<file path="src/rtl/msg_bram_arbiter_pkg.sv">
// Shared types and defaults for the message BRAM arbiter.
package msg_arb_pkg;

  localparam int DEF_ADDR_W = 11;
  localparam int DEF_DATA_W = 32;

  typedef enum logic [1:0] {
    IDLE    = 2'd0,
    PP_OWN  = 2'd1,
    NET_OWN = 2'd2,
    GAP     = 2'd3
  } arb_state_e;

  function automatic logic is_owned(arb_state_e s);
    return (s == PP_OWN) || (s == NET_OWN);
  endfunction

endpackage

</file>
<file path="src/rtl/msg_bram_arbiter_if.sv">
// Bundle of the PP/Net request side and the muxed BRAM port of the arbiter.
interface msg_bram_arbiter_if
  import msg_arb_pkg::*;
#(
  parameter int ADDR_W = DEF_ADDR_W,
  parameter int DATA_W = DEF_DATA_W
);

  logic              pp_req;
  logic              pp_done;
  logic [ADDR_W-1:0] pp_size;
  logic [ADDR_W-1:0] pp_addr;
  logic [DATA_W-1:0] pp_wdata;
  logic              pp_we;
  logic              net_req;
  logic              net_done;
  logic [ADDR_W-1:0] net_addr;
  logic [ADDR_W-1:0] bram_addr;
  logic [DATA_W-1:0] bram_wdata;
  logic              bram_we;
  logic              busy_PP2Net;
  logic              busy_Net2PP;
  logic              msg_pending;
  logic [ADDR_W-1:0] msg_size;
  logic              msg_stored;
  logic              msg_accessed;
  logic              timeout_err;

  // Clients (PP, Net) drive requests and observe the arbiter.
  modport master (
    output pp_req, pp_done, pp_size, pp_addr, pp_wdata, pp_we,
    output net_req, net_done, net_addr,
    input  bram_addr, bram_wdata, bram_we, busy_PP2Net, busy_Net2PP,
    input  msg_pending, msg_size, msg_stored, msg_accessed, timeout_err
  );

  modport slave (
    input  pp_req, pp_done, pp_size, pp_addr, pp_wdata, pp_we,
    input  net_req, net_done, net_addr,
    output bram_addr, bram_wdata, bram_we, busy_PP2Net, busy_Net2PP,
    output msg_pending, msg_size, msg_stored, msg_accessed, timeout_err
  );

endinterface

</file>
<file path="src/rtl/msg_bram_arbiter_hold_timer.sv">
// Owned-cycle counter; expire flags the last permitted cycle of a grant.
module hold_timer #(
  parameter int HOLD_TIMEOUT = 4096
) (
  input  logic clk,
  input  logic reset_n,
  input  logic clr,
  input  logic en,
  output logic expire
);

  localparam int CW = (HOLD_TIMEOUT == 0) ? 1 : $clog2(HOLD_TIMEOUT + 1);

  generate
    if (HOLD_TIMEOUT == 0) begin : g_off
      assign expire = 1'b0;
    end else begin : g_on
      localparam logic [CW-1:0] LIMIT = CW'(HOLD_TIMEOUT - 1);

      logic [CW-1:0] cnt_q;
      logic [CW-1:0] cnt_d;

      // Saturates at LIMIT so a lingering enable can never wrap.
      always_comb begin
        cnt_d = cnt_q;
        if (clr) begin
          cnt_d = '0;
        end else if (en && (cnt_q != LIMIT)) begin
          cnt_d = cnt_q + CW'(1);
        end
      end

      always_ff @(posedge clk or negedge reset_n) begin
        if (!reset_n) begin
          cnt_q <= '0;
        end else begin
          cnt_q <= cnt_d;
        end
      end

      assign expire = en && (cnt_q == LIMIT);
    end
  endgenerate

endmodule

</file>
<file path="src/rtl/msg_bram_arbiter.sv">
// Mailbox arbiter: one message BRAM shared by a producer (PP) and a consumer (Net).
module msg_bram_arbiter
  import msg_arb_pkg::*;
#(
  parameter int ADDR_W       = DEF_ADDR_W,
  parameter int DATA_W       = DEF_DATA_W,
  parameter int HOLD_TIMEOUT = 4096,
  parameter int TURNAROUND   = 2
) (
  input logic               clk,
  input logic               reset_n,
  msg_bram_arbiter_if.slave bus
);

  localparam int              GW       = (TURNAROUND > 1) ? $clog2(TURNAROUND) : 1;
  localparam logic [GW-1:0]   GAP_LAST = GW'(TURNAROUND - 1);

  arb_state_e        state_q, state_d;
  logic [GW-1:0]     gap_q, gap_d;
  logic              pending_q, pending_d;
  logic [ADDR_W-1:0] size_q, size_d;
  logic              stored_q, stored_d;
  logic              accessed_q, accessed_d;
  logic              tmo_q, tmo_d;
  logic              busy_pp_q, busy_net_q;
  logic              owned;
  logic              expire;

  assign owned = is_owned(state_q);

  hold_timer #(
    .HOLD_TIMEOUT(HOLD_TIMEOUT)
  ) u_hold_timer (
    .clk    (clk),
    .reset_n(reset_n),
    .clr    (!owned),
    .en     (owned),
    .expire (expire)
  );

  // Done is checked before req-drop and expiry so it always wins.
  always_comb begin
    state_d    = state_q;
    gap_d      = gap_q;
    pending_d  = pending_q;
    size_d     = size_q;
    stored_d   = 1'b0;
    accessed_d = 1'b0;
    tmo_d      = 1'b0;
    case (state_q)
      IDLE: begin
        if (bus.pp_req && !pending_q) begin
          state_d = PP_OWN;
        end else if (bus.net_req && pending_q) begin
          state_d = NET_OWN;
        end
      end
      PP_OWN: begin
        if (bus.pp_done) begin
          if (bus.pp_size != '0) begin
            size_d    = bus.pp_size;
            pending_d = 1'b1;
            stored_d  = 1'b1;
          end
          state_d = GAP;
        end else if (!bus.pp_req) begin
          state_d = GAP;
        end else if (expire) begin
          tmo_d   = 1'b1;
          state_d = GAP;
        end
      end
      NET_OWN: begin
        if (bus.net_done) begin
          pending_d  = 1'b0;
          accessed_d = 1'b1;
          state_d    = GAP;
        end else if (!bus.net_req) begin
          state_d = GAP;
        end else if (expire) begin
          tmo_d   = 1'b1;
          state_d = GAP;
        end
      end
      default: begin
        if (gap_q == GAP_LAST) begin
          gap_d   = '0;
          state_d = IDLE;
        end else begin
          gap_d = gap_q + GW'(1);
        end
      end
    endcase
  end

  always_ff @(posedge clk or negedge reset_n) begin
    if (!reset_n) begin
      state_q    <= IDLE;
      gap_q      <= '0;
      pending_q  <= 1'b0;
      size_q     <= '0;
      stored_q   <= 1'b0;
      accessed_q <= 1'b0;
      tmo_q      <= 1'b0;
      busy_pp_q  <= 1'b0;
      busy_net_q <= 1'b0;
    end else begin
      state_q    <= state_d;
      gap_q      <= gap_d;
      pending_q  <= pending_d;
      size_q     <= size_d;
      stored_q   <= stored_d;
      accessed_q <= accessed_d;
      tmo_q      <= tmo_d;
      busy_pp_q  <= (state_d == PP_OWN);
      busy_net_q <= (state_d == NET_OWN);
    end
  end

  // Net is read-only, so its write enable is forced low.
  always_comb begin
    bus.bram_addr  = '0;
    bus.bram_wdata = '0;
    bus.bram_we    = 1'b0;
    case (state_q)
      PP_OWN: begin
        bus.bram_addr  = bus.pp_addr;
        bus.bram_wdata = bus.pp_wdata;
        bus.bram_we    = bus.pp_we;
      end
      NET_OWN: begin
        bus.bram_addr = bus.net_addr;
      end
      default: begin
      end
    endcase
  end

  assign bus.busy_PP2Net  = busy_pp_q;
  assign bus.busy_Net2PP  = busy_net_q;
  assign bus.msg_pending  = pending_q;
  assign bus.msg_size     = size_q;
  assign bus.msg_stored   = stored_q;
  assign bus.msg_accessed = accessed_q;
  assign bus.timeout_err  = tmo_q;

endmodule

</file>
<file path="src/flat_wrapper.sv">
// flat-port wrapper written by rule: the top's interface ports become plain ports
module msg_bram_arbiter_flat import msg_arb_pkg::*;
#(
  parameter int ADDR_W       = DEF_ADDR_W,
  parameter int DATA_W       = DEF_DATA_W,
  parameter int HOLD_TIMEOUT = 4096,
  parameter int TURNAROUND   = 2
)
  (clk, reset_n, bus_pp_req, bus_pp_done, bus_pp_size, bus_pp_addr, bus_pp_wdata, bus_pp_we, bus_net_req, bus_net_done, bus_net_addr, bus_bram_addr, bus_bram_wdata, bus_bram_we, bus_busy_PP2Net, bus_busy_Net2PP, bus_msg_pending, bus_msg_size, bus_msg_stored, bus_msg_accessed, bus_timeout_err);
  msg_bram_arbiter_if #(.ADDR_W(ADDR_W), .DATA_W(DATA_W)) bus_i ();
  input logic clk;
  input logic reset_n;
  input wire logic [$bits(bus_i.pp_req)-1:0] bus_pp_req;
  input wire logic [$bits(bus_i.pp_done)-1:0] bus_pp_done;
  input wire logic [$bits(bus_i.pp_size)-1:0] bus_pp_size;
  input wire logic [$bits(bus_i.pp_addr)-1:0] bus_pp_addr;
  input wire logic [$bits(bus_i.pp_wdata)-1:0] bus_pp_wdata;
  input wire logic [$bits(bus_i.pp_we)-1:0] bus_pp_we;
  input wire logic [$bits(bus_i.net_req)-1:0] bus_net_req;
  input wire logic [$bits(bus_i.net_done)-1:0] bus_net_done;
  input wire logic [$bits(bus_i.net_addr)-1:0] bus_net_addr;
  output wire logic [$bits(bus_i.bram_addr)-1:0] bus_bram_addr;
  output wire logic [$bits(bus_i.bram_wdata)-1:0] bus_bram_wdata;
  output wire logic [$bits(bus_i.bram_we)-1:0] bus_bram_we;
  output wire logic [$bits(bus_i.busy_PP2Net)-1:0] bus_busy_PP2Net;
  output wire logic [$bits(bus_i.busy_Net2PP)-1:0] bus_busy_Net2PP;
  output wire logic [$bits(bus_i.msg_pending)-1:0] bus_msg_pending;
  output wire logic [$bits(bus_i.msg_size)-1:0] bus_msg_size;
  output wire logic [$bits(bus_i.msg_stored)-1:0] bus_msg_stored;
  output wire logic [$bits(bus_i.msg_accessed)-1:0] bus_msg_accessed;
  output wire logic [$bits(bus_i.timeout_err)-1:0] bus_timeout_err;
  assign bus_i.pp_req = bus_pp_req;
  assign bus_i.pp_done = bus_pp_done;
  assign bus_i.pp_size = bus_pp_size;
  assign bus_i.pp_addr = bus_pp_addr;
  assign bus_i.pp_wdata = bus_pp_wdata;
  assign bus_i.pp_we = bus_pp_we;
  assign bus_i.net_req = bus_net_req;
  assign bus_i.net_done = bus_net_done;
  assign bus_i.net_addr = bus_net_addr;
  assign bus_bram_addr = bus_i.bram_addr;
  assign bus_bram_wdata = bus_i.bram_wdata;
  assign bus_bram_we = bus_i.bram_we;
  assign bus_busy_PP2Net = bus_i.busy_PP2Net;
  assign bus_busy_Net2PP = bus_i.busy_Net2PP;
  assign bus_msg_pending = bus_i.msg_pending;
  assign bus_msg_size = bus_i.msg_size;
  assign bus_msg_stored = bus_i.msg_stored;
  assign bus_msg_accessed = bus_i.msg_accessed;
  assign bus_timeout_err = bus_i.timeout_err;
  msg_bram_arbiter #(.ADDR_W(ADDR_W), .DATA_W(DATA_W), .HOLD_TIMEOUT(HOLD_TIMEOUT), .TURNAROUND(TURNAROUND)) u_core (.clk(clk), .reset_n(reset_n), .bus(bus_i));
endmodule
</file>
<file path="config.mk">
export PLATFORM = sky130hd
export DESIGN_NAME = msg_bram_arbiter_flat
export DESIGN_NICKNAME = d
export VERILOG_FILES = /design/src/rtl/msg_bram_arbiter_pkg.sv /design/src/rtl/msg_bram_arbiter_if.sv /design/src/rtl/msg_bram_arbiter_hold_timer.sv /design/src/rtl/msg_bram_arbiter.sv /design/src/flat_wrapper.sv
export SDC_FILE = /design/constraint.sdc
export NUM_CORES = 1
export LEC_CHECK = 0
export BUFFER_PORTS_ARGS = -buffer_cell sky130_fd_sc_hd__buf_4
export CORE_MARGIN = 8
export CORE_UTILIZATION = 46
export DETAILED_ROUTE_END_ITERATION = 16
export GPL_ROUTABILITY_DRIVEN = 0
export PLACE_DENSITY = 0.9
export SKIP_LAST_GASP = 1
export SYNTH_ARGS = -nofsm -noshare
export SYNTH_HDL_FRONTEND = slang
export SYNTH_SLANG_ARGS = --single-unit
export TNS_END_PERCENT = 5
</file>
<file path="constraint.sdc">
create_clock -name clk -period 4.11 [get_ports clk]
set_clock_uncertainty 0.15 [all_clocks]
set_input_delay 0.2055 -clock clk [delete_from_list [all_inputs] [get_ports clk]]
set_output_delay 0.2055 -clock clk [all_outputs]
set_load 0.005 [all_outputs]
</file>
# After elaboration in Yosys (flattened, before gate mapping)
# Index checks and enable logic that the tools add are counted.
word_totals:
  ff_bits: 33
  inputBits: 72
  out_inout_bits: 61
  word_cells: 64
op_classes:
  add_sub_neg: 2
  eq_ne: 10
  mux: 30
  reduce_logical: 12
ops:
  columns: ["op", "count"]
  rows:
  - ["32-bit two-way mux", 1]
  - ["13-bit two-way mux", 2]
  - ["11-bit one-hot mux with 2 select lines", 1]
  - ["2-bit two-way mux", 8]
  - ["1-bit two-way mux", 15]
  - ["13-bit by 1-bit adder with 13-bit output (second input constant)", 1]
  - ["13-bit by 12-bit == test with 1-bit output (second input constant)", 1]
  - ["13-bit by 12-bit != test with 1-bit output (second input constant)", 1]
  - ["11-bit nonzero test", 1]
  - ["2-bit != test (second input constant)", 3]
  - ["2-bit one-hot mux with 3 select lines", 1]
  - ["2-bit by 1-bit == test with 1-bit output (second input constant)", 2]
  - ["2-bit == test (second input constant)", 2]
  - ["1-bit logical AND", 4]
  - ["1-bit one-hot mux with 2 select lines", 2]
  - ["4-bit AND reduction", 1]
  - ["3-bit AND reduction", 1]
  - ["3-bit OR reduction", 1]
  - ["2-bit logical NOT", 1]
  - ["2-bit by 1-bit != test with 1-bit output (second input constant)", 1]
  - ["2-bit nonzero test", 1]
  - ["1-bit adder (second input constant)", 1]
  - ["1-bit logical NOT", 1]
  - ["1-bit logical OR", 1]

# Depth between registers and ports, before layout
logic_depth:
  ltp_word: 8
  mapped_depth: 7
  depth_no_buf: 6

# Modules after synthesis
# From an unflattened synthesis, not the netlist that was laid out.
unflattened:
  hier_cells: 214
  hier_area_um2: 2075.7
by_module_without_submodules:
  columns: ["module", "instances", "cells_each", "area_each_um2", "seq_area_each_um2"]
  rows:
  - ["msg_bram_arbiter", 1, 135, 1338.8, 500.5]
  - ["hold_timer", 1, 79, 737.0, 325.3]

# Worst setup path before layout
# No wires, ideal clock.
synth_timing:
  kind: "register -> register"
  from: "register u_core.state_q[0]"
  to: "register u_core.busy_net_q, in the netlist u_core.bus.busy_Net2PP"
  setup_time_ns: 0.066
  arrival_time_ns: 1.837
  required_ns: 3.894
  slack_ns: 2.057
  stages_incl_launch_ff: 7
  path_buffers: 0
  period_less_slack_ns: 2.053
  path_cell_list: "dfrtp_1 -> inv_1 -> ha_1 -> nand2b_1 -> or4_4 -> a221oi_2 -> and2_1"
synth_between:
  elab_chain_len: 8
  elab_cells_between_ends: 15
  cone_classes: "3 x eq/ne; 9 x mux; 3 x reduce/logical"
synth_rtl:
  columns: ["item", "line", "rtl"]
  rows:
  - ["from (decl)", "msg_bram_arbiter.sv:18", "arb_state_e state_q, state_d;"]
  - ["from (signal assigned)", "msg_bram_arbiter.sv:108", "state_q <= state_d;"]
  - ["2-bit by 1-bit == test with 1-bit output / 2-bit == test (equally long branches)", "msg_bram_arbiter_pkg.sv:15, msg_bram_arbiter.sv:50", null]
  - ["1-bit logical OR", "msg_bram_arbiter_pkg.sv:15", "return (s == PP_OWN) || (s == NET_OWN);"]
  - ["1-bit logical AND", "msg_bram_arbiter_hold_timer.sv:41", "assign expire = en && (cnt_q == LIMIT);"]
  - ["2-bit two-way mux", "msg_bram_arbiter.sv:68, msg_bram_arbiter.sv:80", null]
  - ["2-bit two-way mux, on equally long branches", "msg_bram_arbiter.sv:78, msg_bram_arbiter.sv:66", null]
  - ["2-bit two-way mux, on equally long branches", "msg_bram_arbiter.sv:74, msg_bram_arbiter.sv:59", null]
  - ["2-bit one-hot mux with 3 select lines *", "msg_bram_arbiter.sv:50", "case (state_q)"]
  - ["via u_core.state_d[1]", "msg_bram_arbiter.sv:18", null]
  - ["2-bit == test *", "msg_bram_arbiter.sv:116", "busy_net_q <= (state_d == NET_OWN);"]
  - ["to (signal assigned)", "msg_bram_arbiter.sv:116", null]
  - ["to (decl)", "msg_bram_arbiter.sv:25", "logic busy_pp_q, busy_net_q;"]
# The timed path passes the listed nets; every way through them passes the cells marked *.
# A chain may end at the register's enable or synchronous reset.

# Worst setup path after layout
# Same ends and word-level chain as after synthesis.

==> flow_metrics.py <==
metrics = {
    "run_status": {
        "status": "finished, final reports clean",
    },
    "timing": {
        "holdWs_ns": 0.0103,
        "finalSetupViolations": 0,
        "finalHoldViolCount": 0,
        "max_slew_margin_pct": 48.8,
        "timing.final.crit_share_pct": 65.2,
        "worstMarginPinSlew_ns": 0.761,
        "tns_ns": 0,
        "rsz0062_at_grt": "no",
        "period_minus_slack_ns": 2.68,
        "drv_slew": 0,
        "fmax_mhz": 373,
    },
    "clock_tree": {
        "holdBufCountCts": 1,
        "cts-htree-levels": 2,
        "cts.sinks": 33,
        "cts.repair.resized": 0,
        "clkTransAtPathRegs_ns": 0.07,
        "cts-root-buf": "clkbuf_8",
        "numCtsBuffers": 5,
        "clkLatencyLatePin_ns": 0.29,
        "cts_setup_buffers": 0,
        "cts_buffer_depth": 2,
        "cts_tree": "built",
    },
    "die": {
        "dieArea_sq_um": 6900,
        "fp.dieW_microns": 83.1,
        "ios": 133,
        "core_sq_um": 4350,
        "rows": 24,
        "die_height_microns": 83.1,
        "start_util_pct": 47.5,
    },
    "yosys": {
        "netlist_instances": 210,
        "ys_warn_count": 0,
        "async_flop_share_pct": 100,
        "seq_area_frac_synth_pct": 39.9,
        "avgSynthCellArea_sq_um": 9.85,
        "synth-seq-cells": 33,
        "synth_edf_count": 0,
        "yosys_most_used_dff": "dfrtp_1",
        "syn_nets": 290,
        "synth.distinct_cells": 42,
        "syn_area_sq_um": 2070,
    },
    "worst_setup_path": {
        "slowest_delay_ns": 0.74,
        "cp.required_ns": 4.19,
        "crit_chain": "inv_1, ha_1, nand2b_1, or4_4, a221oi_2, and2_1",
        "cp.arrival_ns": 2.75,
        "cp_slowest_cell": "ha_1",
        "crit_cells": 6,
        "r2r_end": "u_core.bus.busy_Net2PP",
        "timing.rr.start": "u_core.state_q[0]",
        "crit_path_start_kind": "flip-flop",
        "critPathTopFamily": "simple AND/OR/NAND/NOR gates",
        "critPathKind": "flip-flop to flip-flop",
        "end_kind": "flip-flop",
        "cp_num_buf_inv": 1,
        "worstRegToRegCells": 6,
        "crit_end": "u_core.bus.busy_Net2PP",
        "critical_path.startpoint": "u_core.state_q[0]",
        "path_max_fanout": 26,
        "r2r_setup_slack_ns": 1.43,
    },
    "routing": {
        "drtAntennaViolNets": 0,
        "avgViaCountPerCell": 5.27,
        "via_count": 2078,
        "wl_per_cell_microns": 18.1,
        "first_pass_iters": 4,
        "finalWirelength_mm": 7.11,
        "drt_iter0_drc": 105,
        "drc": 0,
    },
    "power_and_ir_drop": {
        "power.density_nw_per_um2": 597,
        "power_leakage_nw": 1.57,
        "ir_worst_vdd_mv": 0.347,
        "finalPower_mw": 1.92,
    },
    "job": {
        "drv_cap": 0,
    },
    "grt": {
        "grt_max_degree": 34,
        "overflow": 0,
        "grt_pass1_wl_mm": 11.6,
        "gr-usage-all-layers_pct": 20.3,
        "grt_pass1_vias": 2144,
        "antenna_found_initial": 0,
    },
    "final_layout": {
        "area_growth_pct": 55.7,
        "final_nets": 421,
        "drive_above_1_share_pct": 46.2,
        "antenna_cells": 0,
    },
    "min_path": {
        "worstHoldPathType": "primary input to flip-flop",
        "worstHoldStart": "bus_pp_size[1]",
    },
    "place": {
        "dp_hpwl_mm": 5.70,
        "port_buffers": 132,
    },
}
cell type report:
type,count,area (sq um)
clock inverter,1,30.0
tap,52,65.1
multi-input combinational,162,1190
timing repair buffer,134,1010
fill,300,1130
inverter,5,18.8
sequential,33,826
clock buffer,7,86.3
through the flow:
| stage | std cells | instance area, sq um | util, % | setup WS [ns] |
|---|---|---|---|---|
| after CTS | 394 | 3220 | 74.0 | 1.43 |
| after global routing | 394 | 3220 | 74.0 | 1.21 |
| after global placement | 385 | 3090 | 71.1 | 1.57 |
| after detailed placement | 385 | 3090 | 71.1 | 1.46 |
| after floorplan | 210 | 2070 | - | 2.06 |
| final | 394 | 3220 | 74.0 | 1.43 |
worst register-to-register path: cells and delay by family, from the launching register on:
| family | cells | cell delay, ns |
|---|---|---|
| AO/OA/AOI/OAI | 1 | 0.34 |
| adder cells (fa/ha/maj) | 1 | 0.74 |
| buffers and inverters | 1 | 0.14 |
| flip-flops | 1 | 0.49 |
| AND/OR/NAND/NOR | 3 | 0.75 |
how the worst min path moves through the flow:
stage	slack, ns	cells past startpoint	end
floorplan	-0.24	0	u_core.bus.busy_Net2PP
global placement	0.01	1	u_core.bus.msg_size[6]
detailed placement	0.02	1	u_core.bus.msg_size[6]
CTS	0.008	2	u_core.bus.msg_size[1]
global route	0.01	2	u_core.bus.msg_size[1]
finish	0.01	2	u_core.bus.msg_size[1]
cell usage in the layout, fill, tap and decap left out, types with 4 or more instances in the layout:
master	Yosys	final
a21boi_0	4	4
a21oi_1	4	4
a22oi_1	11	11
and2_1	40	40
buf_4	0	133
clkbuf_8	0	6
dfrtp_1	33	33
ha_1	8	8
inv_1	5	5
mux2_2	11	11
nand2_1	7	7
nand2b_1	4	4
nand3_1	7	7
nor2_1	5	5
nor2b_1	12	12
nor3b_1	4	4
o21ai_0	6	6
state kept, by name, summed over array words and instances, names as in the netlist:
name / cells
u_core.bus.msg_pending: 1
u_core.bus.busy_PP2Net: 1
u_core.bus.msg_stored: 1
u_core.u_hold_timer.g_on.cnt_q: 13
u_core.bus.timeout_err: 1
u_core.gap_q: 1
u_core.bus.msg_size: 11
u_core.bus.msg_accessed: 1
u_core.state_q: 2
u_core.bus.busy_Net2PP: 1
cell usage after synthesis, types with 2 or more instances:
cell type / number / area (sq um)
mux2_2: 11 / 124
nand2_1: 7 / 26.3
clkbuf_1: 9 / 33.8
nor2b_1: 12 / 75.1
or3_1: 2 / 12.5
inv_1: 5 / 18.8
and2_1: 40 / 250
nor2_1: 5 / 18.8
ha_1: 8 / 100
or4_1: 2 / 15.0
nand3b_1: 3 / 22.5
a21boi_0: 4 / 30.0
nor4_1: 3 / 18.8
o21ai_0: 6 / 30.0
o2111ai_1: 2 / 17.5
o31ai_1: 2 / 15.0
nor3b_1: 4 / 30.0
mux2i_1: 2 / 20.0
dfrtp_1: 33 / 826
o211ai_1: 2 / 15.0
a22oi_1: 11 / 82.6
a21oi_1: 4 / 20.0
xnor2_1: 3 / 26.3
nand2b_1: 4 / 25.0
nand3_1: 7 / 35.0
and3_1: 3 / 18.8
kinds of logic (layout without fill, tap and decap cells):
family	Yosys count	after routing	synth area share (%)
flops	33	33	39.9
simple gates	100	100	30.7
xor+xnor	4	4	1.69
mux	13	13	6.96
fa+ha+maj	8	8	4.84
buf+inv	15	147	2.72
compound gates	37	37	13.1
power by group:
part	total, mW	switching, mW	internal [mW]
clock	0.316	0.118	0.198
combinational	1.08	0.487	0.596
sequential	0.523	0.0918	0.431
total	1.92	0.697	1.22
metal layers:
metal | track usage [%] | share of wire (%)
met5 | 0 | 0
met2 | 35.9 | 52
met4 | 5.43 | 1.6
met3 | 4.79 | 5.3
met1 | 23.8 | 41
Note: power is estimated with default switching activity, not from simulation.
